`src/rtl/serial_compare_ctrl_if.sv`:
```
// serial_compare_ctrl_if: start/abort control, digit-pair stream and result bus.
interface serial_compare_ctrl_if #(parameter int DIGITS = 4);
    logic start;
    logic abort;
    logic valid;
    logic [1:0] digit_a;
    logic [1:0] digit_b;
    logic ready;
    logic busy;
    logic done;
    logic result_valid;
    logic gt;
    logic lt;
    logic eq;
    logic [$clog2(DIGITS+1)-1:0] count;
    modport master (
        output start, abort, valid, digit_a, digit_b,
        input  ready, busy, done, result_valid, gt, lt, eq, count
    );
    modport slave (
        input  start, abort, valid, digit_a, digit_b,
        output ready, busy, done, result_valid, gt, lt, eq, count
    );
endinterface

```
`src/rtl/serial_compare_ctrl.sv`:
```
// serial_compare_ctrl: compares two operands streamed MSB-first as 2-bit digit pairs.
module serial_compare_ctrl #(
    parameter int DIGITS = 4
) (
    input logic clk,
    input logic rst,
    serial_compare_ctrl_if.slave s
);
    localparam int CW = $clog2(DIGITS + 1);
    typedef enum logic [1:0] {IDLE, RUN, DONE} state_t;
    state_t state, state_n;
    logic [CW-1:0] count;
    logic gt_f, lt_f, res_valid;
    logic accept, last, clear;
    always_comb begin
        accept  = state == RUN && s.valid && !s.abort;
        last    = count == CW'(DIGITS - 1);
        clear   = (state == IDLE && s.start) || (state != IDLE && s.abort);
        state_n = state == IDLE ? (s.start ? RUN : IDLE) :
                  state == RUN  ? (s.abort ? IDLE : (accept && last) ? DONE : RUN) : IDLE;
    end
    always_ff @(posedge clk) begin
        if (rst) begin
            state     <= IDLE;
            count     <= '0;
            gt_f      <= 1'b0;
            lt_f      <= 1'b0;
            res_valid <= 1'b0;
        end else begin
            state <= state_n;
            if (clear) begin
                count     <= '0;
                gt_f      <= 1'b0;
                lt_f      <= 1'b0;
                res_valid <= 1'b0;
            end else if (accept) begin
                count <= count + 1'b1;
                // only the first unequal pair decides; later pairs are counted but ignored
                if (!(gt_f || lt_f) && s.digit_a != s.digit_b) begin
                    gt_f <= s.digit_a > s.digit_b;
                    lt_f <= s.digit_a < s.digit_b;
                end
                if (last) res_valid <= 1'b1;
            end
        end
    end
    assign s.ready        = state == RUN;
    assign s.busy         = state == RUN;
    assign s.done         = state == DONE;
    assign s.result_valid = res_valid;
    assign s.gt           = res_valid & gt_f;
    assign s.lt           = res_valid & lt_f;
    assign s.eq           = res_valid & ~gt_f & ~lt_f;
    assign s.count        = count;
endmodule

```
`src/flat_wrapper.sv`:
```
// flat-port wrapper written by rule: the top's interface ports become plain ports
module serial_compare_ctrl_flat 
#(
    parameter int DIGITS = 4
)
  (clk, rst, s_start, s_abort, s_valid, s_digit_a, s_digit_b, s_ready, s_busy, s_done, s_result_valid, s_gt, s_lt, s_eq, s_count);
  serial_compare_ctrl_if #(.DIGITS(DIGITS)) s_i ();
  input logic clk;
  input logic rst;
  input wire logic [$bits(s_i.start)-1:0] s_start;
  input wire logic [$bits(s_i.abort)-1:0] s_abort;
  input wire logic [$bits(s_i.valid)-1:0] s_valid;
  input wire logic [$bits(s_i.digit_a)-1:0] s_digit_a;
  input wire logic [$bits(s_i.digit_b)-1:0] s_digit_b;
  output wire logic [$bits(s_i.ready)-1:0] s_ready;
  output wire logic [$bits(s_i.busy)-1:0] s_busy;
  output wire logic [$bits(s_i.done)-1:0] s_done;
  output wire logic [$bits(s_i.result_valid)-1:0] s_result_valid;
  output wire logic [$bits(s_i.gt)-1:0] s_gt;
  output wire logic [$bits(s_i.lt)-1:0] s_lt;
  output wire logic [$bits(s_i.eq)-1:0] s_eq;
  output wire logic [$bits(s_i.count)-1:0] s_count;
  assign s_i.start = s_start;
  assign s_i.abort = s_abort;
  assign s_i.valid = s_valid;
  assign s_i.digit_a = s_digit_a;
  assign s_i.digit_b = s_digit_b;
  assign s_ready = s_i.ready;
  assign s_busy = s_i.busy;
  assign s_done = s_i.done;
  assign s_result_valid = s_i.result_valid;
  assign s_gt = s_i.gt;
  assign s_lt = s_i.lt;
  assign s_eq = s_i.eq;
  assign s_count = s_i.count;
  serial_compare_ctrl #(.DIGITS(DIGITS)) u_core (.clk(clk), .rst(rst), .s(s_i));
endmodule
```
`config.mk`:
```
export PLATFORM = sky130hd
export DESIGN_NAME = serial_compare_ctrl_flat
export DESIGN_NICKNAME = d
export VERILOG_FILES = /design/src/rtl/serial_compare_ctrl_if.sv /design/src/rtl/serial_compare_ctrl.sv /design/src/flat_wrapper.sv
export SDC_FILE = /design/constraint.sdc
export NUM_CORES = 1
export LEC_CHECK = 0
export BUFFER_PORTS_ARGS = -buffer_cell sky130_fd_sc_hd__buf_2
export CAP_MARGIN = 5
export CORE_AREA = 3 3 40 42
export DETAILED_ROUTE_END_ITERATION = 10
export DIE_AREA = 0 0 43 45
export GPL_TIMING_DRIVEN = 0
export PLACE_DENSITY = 0.61
export RECOVER_POWER = 100
export SETUP_SLACK_MARGIN = 0.5
export SLEW_MARGIN = 20
export SYNTH_ARGS = -nofsm -noshare
export SYNTH_HDL_FRONTEND = slang
export SYNTH_SLANG_ARGS = --single-unit
```
`constraint.sdc`:
```
create_clock -name clk -period 1.24 [get_ports clk]
set_input_delay 0 -clock clk [delete_from_list [all_inputs] [get_ports clk]]
set_output_delay 0 -clock clk [all_outputs]
set_load 0.01 [all_outputs]
```
Word level (Yosys, flattened, before mapping). Index checks and enable logic that the tools add are counted.

Register bits: 8. Bits in latches: 0. Memory bits (writable): 0. Bits in read-only memories: 0. Bits of input ports: 9. Output and inout port bits: 10. Word-level logic and storage cells: 38. Memories: 0.

$add $sub $neg: 1. Multipliers: 0. Div/mod/pow operators: 0. Magnitude comparators: 2. Eq/ne operators: 4. Shifts and indexed selects: 0. Multiplexer cells: 5. Bitwise logic cells: 6. Reduce and logical (&&, ||, !) cells: 15.

Operator list (number): 2-bit 2-to-1 mux (4); 1-bit logical AND (6); 1-bit bitwise AND (4); 2-bit AND reduction (2); 3-bit by 1-bit adder with 3-bit output (second input constant) (1); 3-bit by 2-bit equality test with 1-bit output (second input constant) (1); 2-bit by 1-bit equality test with 1-bit output (second input constant) (1); 2-bit equality test (second input constant) (1); 2-bit > comparator (1); 1-bit zero test (2); 2-bit zero test (1); 1-bit logical OR (2); 2-bit less-than comparator (1); 2-bit != test (1); 1-bit NOT (2); 2-bit nonzero test (1); 2-bit OR reduction (1); 1-bit 2-to-1 mux (1).

Longest topological paths before layout. Gate-level depths: netlist of the first run.

Depth in word-level cells: 8. Gate-level depth with buffers: 5. Gate-level depth less buffers: 5.

Least setup slack after synthesis of the first run. No wires, ideal clock.

Path type: register -> register. Start point: register u_core.state[1]. End point: register u_core.lt_f. Library setup time: 0.115 ns. Arrival time: 1.008 ns. Data required time: 1.125 ns. Setup slack: 0.117 ns. Cell stages (with the launch flop): 5. Buffers on the path: 1. Period minus slack after synthesis: 1.123 ns. Cell sequence: dfxtp_1 > and4bb_1 > buf_6 > nor4bb_4 > o21ba_1.

Cells in the longest elaborated chain, start to end: 4. Elaborated cells on any way between the ends: 10. Those cells by class: 1 x eq/ne; 9 x reduce/logical.

Ends and longest elaborated chain: start, declared (RTL line serial_compare_ctrl.sv:11) `state_t state, state_n;`; start signal, assigned (RTL line serial_compare_ctrl.sv:30) `state <= state_n;`; 2-bit by 1-bit equality test with 1-bit output (tied with other cells) (RTL line serial_compare_ctrl.sv:16) `accept = state == RUN && s.valid && !s.abort;`; 1-bit logical AND (on tied branches) (RTL line serial_compare_ctrl.sv:16, serial_compare_ctrl.sv:18); 1-bit logical AND or 1-bit logical OR (tied branches) (RTL line serial_compare_ctrl.sv:16, serial_compare_ctrl.sv:18); 2-bit AND reduction (no line) or 2-bit OR reduction (tied branches); end signal, assigned (RTL line serial_compare_ctrl.sv:41) `lt_f <= s.digit_a < s.digit_b;`; end, declared (RTL line serial_compare_ctrl.sv:13) `logic gt_f, lt_f, res_valid;`.

Parallel ways exist; a longest one is shown, timed or not. A chain may end at the register's enable or synchronous reset.

Final worst setup path of the first run.
Start point: register u_core.state[1]. End point: register u_core.count[0] (netlist: u_core.s.count[0]).

Cells in the longest elaborated chain, start to end: 4. Elaborated cells on any way between the ends: 9. Those cells by class: 1 x eq/ne; 8 x reduce/logical.

Ends and longest elaborated chain: 2-bit zero test or 2-bit nonzero test (tied branches) (RTL line serial_compare_ctrl.sv:18) `clear = (state == IDLE && s.start) || (state != IDLE && s.abort);`; 1-bit logical AND (RTL line serial_compare_ctrl.sv:18); 1-bit logical OR (RTL line serial_compare_ctrl.sv:18); 2-bit OR reduction (no line); end signal, assigned (RTL line serial_compare_ctrl.sv:37) `count <= count + 1'b1;`; end, declared (RTL line serial_compare_ctrl.sv:12) `logic [CW-1:0] count;`.

Parallel ways exist; a longest one is shown, timed or not.

==> results_dict.tcl, run 1 <==
set metrics [dict create \
    p_per_area_nw_per_um2 853 \
    grt_overflow 0 \
    num_antenna_cells 0 \
    clk_pin_slew_ns 0.05 \
    drtIter0Drc 2 \
    synth_cell_types 22 \
    drtPass1Iterations 4 \
    hold_ws_ns 0.0557 \
    final_hold_viol_count 0 \
    worst-path-max-fanout 8 \
    tightest_slew_ns 0.313 \
    cts-root-buf "clkbuf_4" \
    period_share_pct 93.3 \
    hp-class "in2reg" \
    drc 0 \
    core_sq_um 1280 \
    die-width_um 43 \
    synth-main-ff-cell "dfxtp_1" \
    fin_ws_ns 0.0830 \
    skew_ns 0.000297 \
    grt_pass1_wl_mm 1.59 \
    grt_max_degree 9 \
    place_ws_ns -0.00558 \
    io_buffers 18 \
    syn_nets 59 \
    placementRows 13 \
    synth-seq-area-share_pct 35.7 \
    ys_warn_count 0 \
    post-dp-hpwl_um 780 \
    clock_path_buffers 2 \
    nets 84 \
    clock.fmax_mhz 864 \
    syn_area_sq_um 449 \
    yosysTopAreaCellShare_pct 35.7 \
    num_vias 402 \
    synthTopCellsByCount "dfxtp_1, nor2_1, ha_1, inv_1, a21oi_1" \
    chipHeight_um 45 \
    grt.total_usage_pct 10.9 \
    drt-total-wl_mm 1.00 \
    dieArea_sq_um 1940 \
    worstSetupEndpointType "flip-flop" \
    io_pins 19 \
    route.detailed.wl_per_inst_um 11.9 \
    cap_violations 0 \
    yosys-top-cells-area "dfxtp_1, ha_1, nor4bb_4" \
    worstPathArrival_ns 1.29 \
    synth-seq-cells 8 \
    synth_area_leader_cell "dfxtp_1" \
    gp_congestion 0.629 \
    status "finished clean" \
    cts_buffers 3 \
    tritoncts "yes" \
    start_util_pct 35.0 \
    syn-instance-count 46 \
    period_needed_ns 1.16 \
    cts-htree-levels 1 \
    leakagePower_nw 0.292 \
    antenna_found_initial 0 \
    ant_nets 0 \
    vias_per_cell 4.79 \
    critPathKind "reg2reg" \
    cp.required_ns 1.37 \
    ir_worst_vdd_mv 0.372 \
    yosys.cell_count.top_type "dfxtp_1" \
    layout-drive-gt1-share_pct 47.8 \
    relSlewSlack_pct 79.1 \
    synth-edff-count 0 \
    avgSynthCellArea_sq_um 9.76 \
    rsz0062_at_grt "true" \
    startpoint_type "flip-flop" \
    synthArstFlopShare_pct 0 \
    grt_pass1_vias 380 \
    area_growth_pct 42.6 \
    slew_viol_final 0 \
    cts_sinks 8 \
    setup_viol 0 \
    utilization_pct 49.9 \
    clock_latency_ns 0.24 \
]
registers in the layout (all words and copies together), names as in the netlist:
signal,flops
u_core.s.count,3
u_core.state,2
u_core.gt_f,1
u_core.lt_f,1
u_core.s.result_valid,1
where the power goes:
group	switching, mW	internal, mW
combinational	0.0393	0.0502
clock	0.0798	0.110
sequential	0.00553	0.262
per-stage QoR:
step | TNS [ns] | instances | instance area [sq um] | total power, mW
after detailed placement | -0.00558 | 79 | 573 | 0.356
after global routing | 0 | 84 | 641 | 0.573
after CTS | 0 | 84 | 629 | 0.553
final | 0 | 84 | 641 | 0.547
after floorplan | 0 | 46 | 464 | 0.326
after global placement | 0 | 79 | 573 | 0.352
cells in the final DEF, fill, tap and decap left out, types with 2 or more instances in the layout:
cell type,count
ha_2,2
clkbuf_1,4
inv_1,4
buf_2,11
dfxtp_1,2
a21oi_1,3
buf_6,4
clkbuf_4,4
nor2_1,6
mux2i_1,2
dfxtp_2,5
and2b_2,2
ha_1,2
cell families after synthesis:
group / share of synthesized area (%)
xor gates and xnor gates: 1.95
adders and majority gates: 11.1
DFF: 35.7
buffers and inverters: 7.52
AOI/OAI and AO/OA: 14.2
and+or+nand+nor: 25.1
muxes: 4.46
repair_timing:
action | CTS | global route
pin swaps | 1 | 1
setup buffers | 1 | 0
endpoints found under the setup margin | 15 | 17
hold endpoints to repair | 2 | 0
hold buffers | 1 | 0
gates resized for setup | 5 | 5
cell type report:
type,instances,area [sq um]
Buffer,2,18.8
Inverter,4,15.0
Sequential cell,8,170
Multi-Input combinational cell,32,274
Clock buffer,3,22.5
Fill cell,131,644
Tap cell,15,18.8
Timing Repair Buffer,20,121
metal layers:
layer	part of all wire, %	vias to the layer above	GRT usage (%)
met4	2.7	0	7.23
met1	38	181	11.0
li1	-	206	-
met5	0	-	0
met3	7.1	2	2.79
met2	52	13	19.8
worst max-delay path, stage by stage (launching register included):
cell      delay (ns)
dfxtp_2         0.34
and4bb_1        0.27
buf_6           0.14
clkbuf_4        0.13
xnor2_1         0.11
nor2_1          0.05
worst paths after layout:
kind,start,to,slack [ns],depth (start not counted)
worst max-delay path,u_core.state[1]$_SDFF_PP0_,u_core.s.count[0]$_SDFFE_PP0P_,0.08,5
worst min-delay path,rst,u_core.gt_f$_SDFFE_PP0P_,0.06,3
worst max register to register,u_core.state[1]$_SDFF_PP0_,u_core.s.count[0]$_SDFFE_PP0P_,0.08,5
worst min register to register,u_core.state[1]$_SDFF_PP0_,u_core.state[0]$_SDFF_PP0_,0.45,1
Note: power is estimated with default switching activity, not from simulation.
==> run 2: changes to the inputs <==
- GPL_TIMING_DRIVEN: 0 -> 1
==> results_dict.tcl, run 2 (synthesis gave the netlist of run 1 again) <==
set metrics [dict create \
    status "finished clean" \
    nets 84 \
    grt_pass1_vias 394 \
    num_antenna_cells 0 \
    final_hold_viol_count 0 \
    start_util_pct 35.0 \
    drt-total-wl_mm 1.01 \
    relSlewSlack_pct 82.2 \
    cts_sinks 8 \
    core_sq_um 1280 \
    cp.required_ns 1.42 \
    top_register "u_core.s.count" \
    dpl.cell_count 77 \
    final_cell_mix "buf_2, nor2_1, buf_6" \
    clock.fmax_mhz 886 \
    clock_latency_ns 0.25 \
    r2r-start "u_core.state[1]$_SDFF_PP0_" \
    worstPathArrival_ns 1.30 \
    reg.largest.list "u_core.s.count: 3 flops, u_core.state: 2 flops" \
    grt.total_usage_pct 10.7 \
    layout.cells.non_filler 84 \
    startpoint_type "flip-flop" \
    cts-root-buf "clkbuf_4" \
    placementRows 13 \
    grt_overflow 0 \
    io_pins 19 \
    worstSetupEndpointType "flip-flop" \
    timing.rr.end "u_core.s.result_valid$_SDFFE_PP0P_" \
    chipHeight_um 45 \
    ir_worst_vdd_mv 0.469 \
    layout-drive-gt1-share_pct 50.7 \
    skew_ns 0.00881 \
    drc 0 \
    tightest_slew_ns 0.266 \
    rsz0062_at_grt "true" \
    cts_buffers 3 \
    leakagePower_nw 0.299 \
    tritoncts "yes" \
    slew_viol_final 0 \
    vias_per_cell 4.86 \
    die-width_um 43 \
    worst_r2r_path_depth 4 \
    final_common_cell "buf_2" \
    ant_nets 0 \
    cts-htree-levels 1 \
    clock_path_buffers 2 \
    period_share_pct 91.1 \
    dieArea_sq_um 1940 \
    period_needed_ns 1.13 \
    critPathKind "reg2reg" \
    worst-path-max-fanout 7 \
    num_vias 408 \
    clk_pin_slew_ns 0.06 \
    largest_reg_flops 3 \
    p_per_area_nw_per_um2 811 \
    min_from "rst" \
    hp-class "in2reg" \
    grt_max_degree 8 \
    tns_ns 0 \
    cap_violations 0 \
    gp_congestion 0.642 \
    antenna_found_initial 0 \
    drtPass1Iterations 2 \
    grt_pass1_wl_mm 1.52 \
    setup_viol 0 \
    io_buffers 18 \
    rrSetupSlack_ns 0.11 \
    fillers 129 \
    hold_path_end "u_core.s.count[2]$_SDFFE_PP0P_" \
    hold_depth 3 \
    drtIter0Drc 2 \
    area_growth_pct 52.4 \
    route.detailed.wl_per_inst_um 12.0 \
]
==> run 2: cell types whose count changed in the layout (fill, tap and decap cells not counted) <==
cell | previous run | this run
ha_2 | 2 | 0
dfxtp_1 | 2 | 4
clkbuf_1 | 4 | 3
a211oi_1 | 1 | 0
and4bb_4 | 0 | 1
and4bb_1 | 1 | 0
buf_2 | 11 | 10
dfxtp_2 | 5 | 3
a211oi_2 | 1 | 2
a21oi_2 | 0 | 1
a21oi_1 | 3 | 2
buf_6 | 4 | 6
ha_4 | 0 | 2
==> run 2: how the worst max path moves through the flow <==
stage | slack [ns] | cells after the start | endpoint | from
2_1_floorplan | 0.18 | 4 | u_core.lt_f$_SDFFE_PP0P_ | u_core.state[1]$_SDFF_PP0_
3_3_place_gp | 0.04 | 3 | u_core.lt_f$_SDFFE_PP0P_ | u_core.state[1]$_SDFF_PP0_
3_5_place_dp | 0.03 | 3 | u_core.lt_f$_SDFFE_PP0P_ | u_core.state[1]$_SDFF_PP0_
4_1_cts | 0.14 | 3 | u_core.s.count[2]$_SDFFE_PP0P_ | u_core.state[1]$_SDFF_PP0_
5_1_grt | 0.05 | 4 | u_core.s.result_valid$_SDFFE_PP0P_ | u_core.state[1]$_SDFF_PP0_
6_report | 0.11 | 4 | u_core.s.result_valid$_SDFFE_PP0P_ | u_core.state[1]$_SDFF_PP0_
==> run 2: final cells by class <==
| cell class | count | area (sq um) | area share, % |
|---|---|---|---|
| flip-flops and latches | 8 | 168 | 24.5 |
| well taps | 15 | 18.8 | 2.74 |
| clock buffers | 3 | 22.5 | 3.29 |
| multi-input cells | 32 | 307 | 44.8 |
| inverters | 4 | 15.0 | 2.19 |
| repair buffers | 22 | 154 | 22.5 |
==> run 2: timing repair <==
action,in CTS,in global routing
setup buffers,1,2
setup endpoints to repair,15,18
hold endpoints to repair,2,0
resized for setup,11,13
pin swaps,3,2
hold buffers,1,0
==> run 2: routing by layer <==
metal / GRT usage [%] / up-vias / share of wire [%]
li1: - / 209 / -
met1: 10.7 / 186 / 40
met2: 19.2 / 11 / 52
met3: 1.99 / 2 / 6.0
met4: 9.04 / 0 / 1.3
met5: 0 / - / 0
==> run 2: power breakdown <==
group | total (mW) | switching [mW] | internal [mW]
sequential | 0.267 | 0.00579 | 0.262
clock | 0.194 | 0.0837 | 0.110
combinational | 0.0939 | 0.0405 | 0.0534
total | 0.555 | 0.130 | 0.425
==> run 2: through the flow <==
step	hold WS [ns]	cell area [sq um]	util (%)	total power, mW	setup slack (ns)
2_1_floorplan	0.0642	464	-	0.326	0.181
3_3_place_gp	0.188	554	43.1	0.348	0.0352
3_5_place_dp	0.190	554	43.1	0.347	0.0302
4_1_cts	0.0478	643	50.0	0.557	0.141
5_1_grt	0.0499	684	53.3	0.585	0.0491
6_report	0.0444	684	53.3	0.555	0.111
==> run 2: worst max-delay path: stages, from the launching register on <==
cell and delay, ns:
dfxtp_1 0.34, and4bb_4 0.38, clkbuf_4 0.16, a21oi_1 0.06, nor2_1 0.11
==> run 3: changes to the inputs <==
- SETUP_SLACK_MARGIN: 0.5 -> 0.02
==> results_dict.tcl, run 3 (synthesis gave the netlist of run 1 again) <==
set metrics [dict create \
    chipHeight_um 45 \
    design_area_sq_um 603 \
    crit_slowest_cell "dfxtp_1" \
    worst_r2r_path_depth 3 \
    place_ws_ns -0.00626 \
    slew_viol_final 0 \
    core_sq_um 1280 \
    drtPass1Iterations 4 \
    io_buffers 18 \
    hp-class "in2reg" \
    p_per_area_nw_per_um2 913 \
    fillers 134 \
    layout-drive-gt1-share_pct 34.8 \
    ir_worst_vdd_mv 0.708 \
    skew_ns 0.00488 \
    final_common_cell "buf_2" \
    final_hold_viol_count 0 \
    clock_path_buffers 2 \
    grt_overflow 0 \
    cap_violations 0 \
    top_register "u_core.s.count" \
    worst-path-max-fanout 6 \
    io_pins 19 \
    timing.rr.end "u_core.lt_f$_SDFFE_PP0P_" \
    cts_buffers 3 \
    worstPathArrival_ns 1.36 \
    swShare_pct 24.2 \
    min_from "s_start" \
    status "finished clean" \
    area_growth_pct 34.3 \
    route.detailed.wl_per_inst_um 12.6 \
    p_int_mw 0.417 \
    final_cell_mix "buf_2, clkbuf_1, dfxtp_1" \
    setup_viol 0 \
    worstSetupEndpointType "flip-flop" \
    fin_ws_ns 0.0840 \
    largest_reg_flops 3 \
    cts-htree-levels 1 \
    clock_latency_ns 0.25 \
    grt_max_degree 9 \
    r2r-start "u_core.state[1]$_SDFF_PP0_" \
    grt_pass1_vias 380 \
    p_switching_mw 0.133 \
    hold_depth 3 \
    clkPwrFrac_pct 36.1 \
    num_antenna_cells 0 \
    startpoint_type "flip-flop" \
    period_share_pct 93.2 \
    num_vias 412 \
    share_seq_of_total_power_pct 48.5 \
    rrSetupSlack_ns 0.08 \
    antenna_found_initial 0 \
    tritoncts "yes" \
    grt.total_usage_pct 11.1 \
    clock.fmax_mhz 865 \
    nets 81 \
    utilization_pct 46.9 \
    tightest_slew_ns 0.278 \
    drt-total-wl_mm 1.02 \
    tns_ns 0 \
    dieArea_sq_um 1940 \
    crit_path_cell_trace "o21a_1 -> a211o_4 -> o21ba_1" \
    reg.largest.list "u_core.s.count: 3 flops, u_core.state: 2 flops" \
    ant_nets 0 \
    cts_sinks 8 \
    power_mw 0.551 \
    rsz0062_at_grt "true" \
    post-dp-hpwl_um 679 \
    critPathKind "reg2reg" \
    cts_setup_buffers 0 \
    cp.required_ns 1.44 \
    die-width_um 43 \
    leakagePower_nw 0.256 \
    cts-root-buf "clkbuf_4" \
    placed_area_sq_um 539 \
    clk_pin_slew_ns 0.06 \
    gp_congestion 0.638 \
    placementRows 13 \
    period_needed_ns 1.16 \
    vias_per_cell 5.09 \
    start_util_pct 35.0 \
    p_comb_share_pct 15.4 \
    hold_path_end "u_core.state[0]$_SDFF_PP0_" \
    cpPeakStageDelay_ns 0.35 \
    grt_pass1_wl_mm 1.55 \
    drtIter0Drc 4 \
    relSlewSlack_pct 81.4 \
    drc 0 \
]
run 3: cell type report:
class                           count  area (sq um)  area share (%)
Clock buffer                        3          22.5            3.73
Inverter                            4          15.0            2.49
Multi-Input combinational cell     32           297            49.2
Sequential cell                     8           160            26.6
Tap cell                           15          18.8            3.11
Timing Repair Buffer               19          90.1            14.9
run 3: worst max path at each step:
stage | slack [ns] | endpoint | start
after floorplan | 0.12 | u_core.lt_f$_SDFFE_PP0P_ | u_core.state[1]$_SDFF_PP0_
after global placement | 0.02 | u_core.lt_f$_SDFFE_PP0P_ | s_digit_b[1]
after detailed placement | -0.006 | u_core.lt_f$_SDFFE_PP0P_ | s_digit_b[1]
after CTS | 0.03 | u_core.state[0]$_SDFF_PP0_ | u_core.s.count[0]$_SDFFE_PP0P_
after global routing | 0.004 | u_core.lt_f$_SDFFE_PP0P_ | u_core.state[0]$_SDFF_PP0_
final | 0.08 | u_core.lt_f$_SDFFE_PP0P_ | u_core.state[1]$_SDFF_PP0_
run 3: power groups by stage:
stage	clock, mW	combinational (mW)	sequential [mW]
after floorplan	0	0.0503	0.272
after global placement	0	0.0718	0.272
after detailed placement	0	0.0728	0.272
after CTS	0.208	0.0763	0.266
after global routing	0.221	0.0942	0.267
final	0.199	0.0850	0.267
run 3: timing repair:
item | CTS | global route
endpoints found under the setup margin | 2 | 5
pin swaps | 0 | 3
hold endpoints to repair | 2 | 0
gates resized for setup | 1 | 9
hold buffers | 1 | 0
run 3: metal layers:
layer | wire, um | part of all wire, % | vias up | GRT usage, %
met2 | 548 | 54 | 12 | 18.9
met5 | 0 | 0 | - | 0
li1 | - | - | 202 | -
met3 | 62 | 6.1 | 2 | 5.18
met4 | 7 | 0.68 | 0 | 5.42
met1 | 403 | 39 | 196 | 11.8
run 3: critical path: cells and delay by family (launching register included):
| family | cells | cell delay [ns] |
|---|---|---|
| compound gates | 3 | 0.76 |
| flops | 1 | 0.35 |
run 3: through the flow:
step | instances | hold WS (ns)
after CTS | 81 | 0.0679
final | 81 | 0.0897
after global placement | 77 | 0.195
after floorplan | 46 | 0.0717
after global routing | 81 | 0.100
after detailed placement | 77 | 0.196
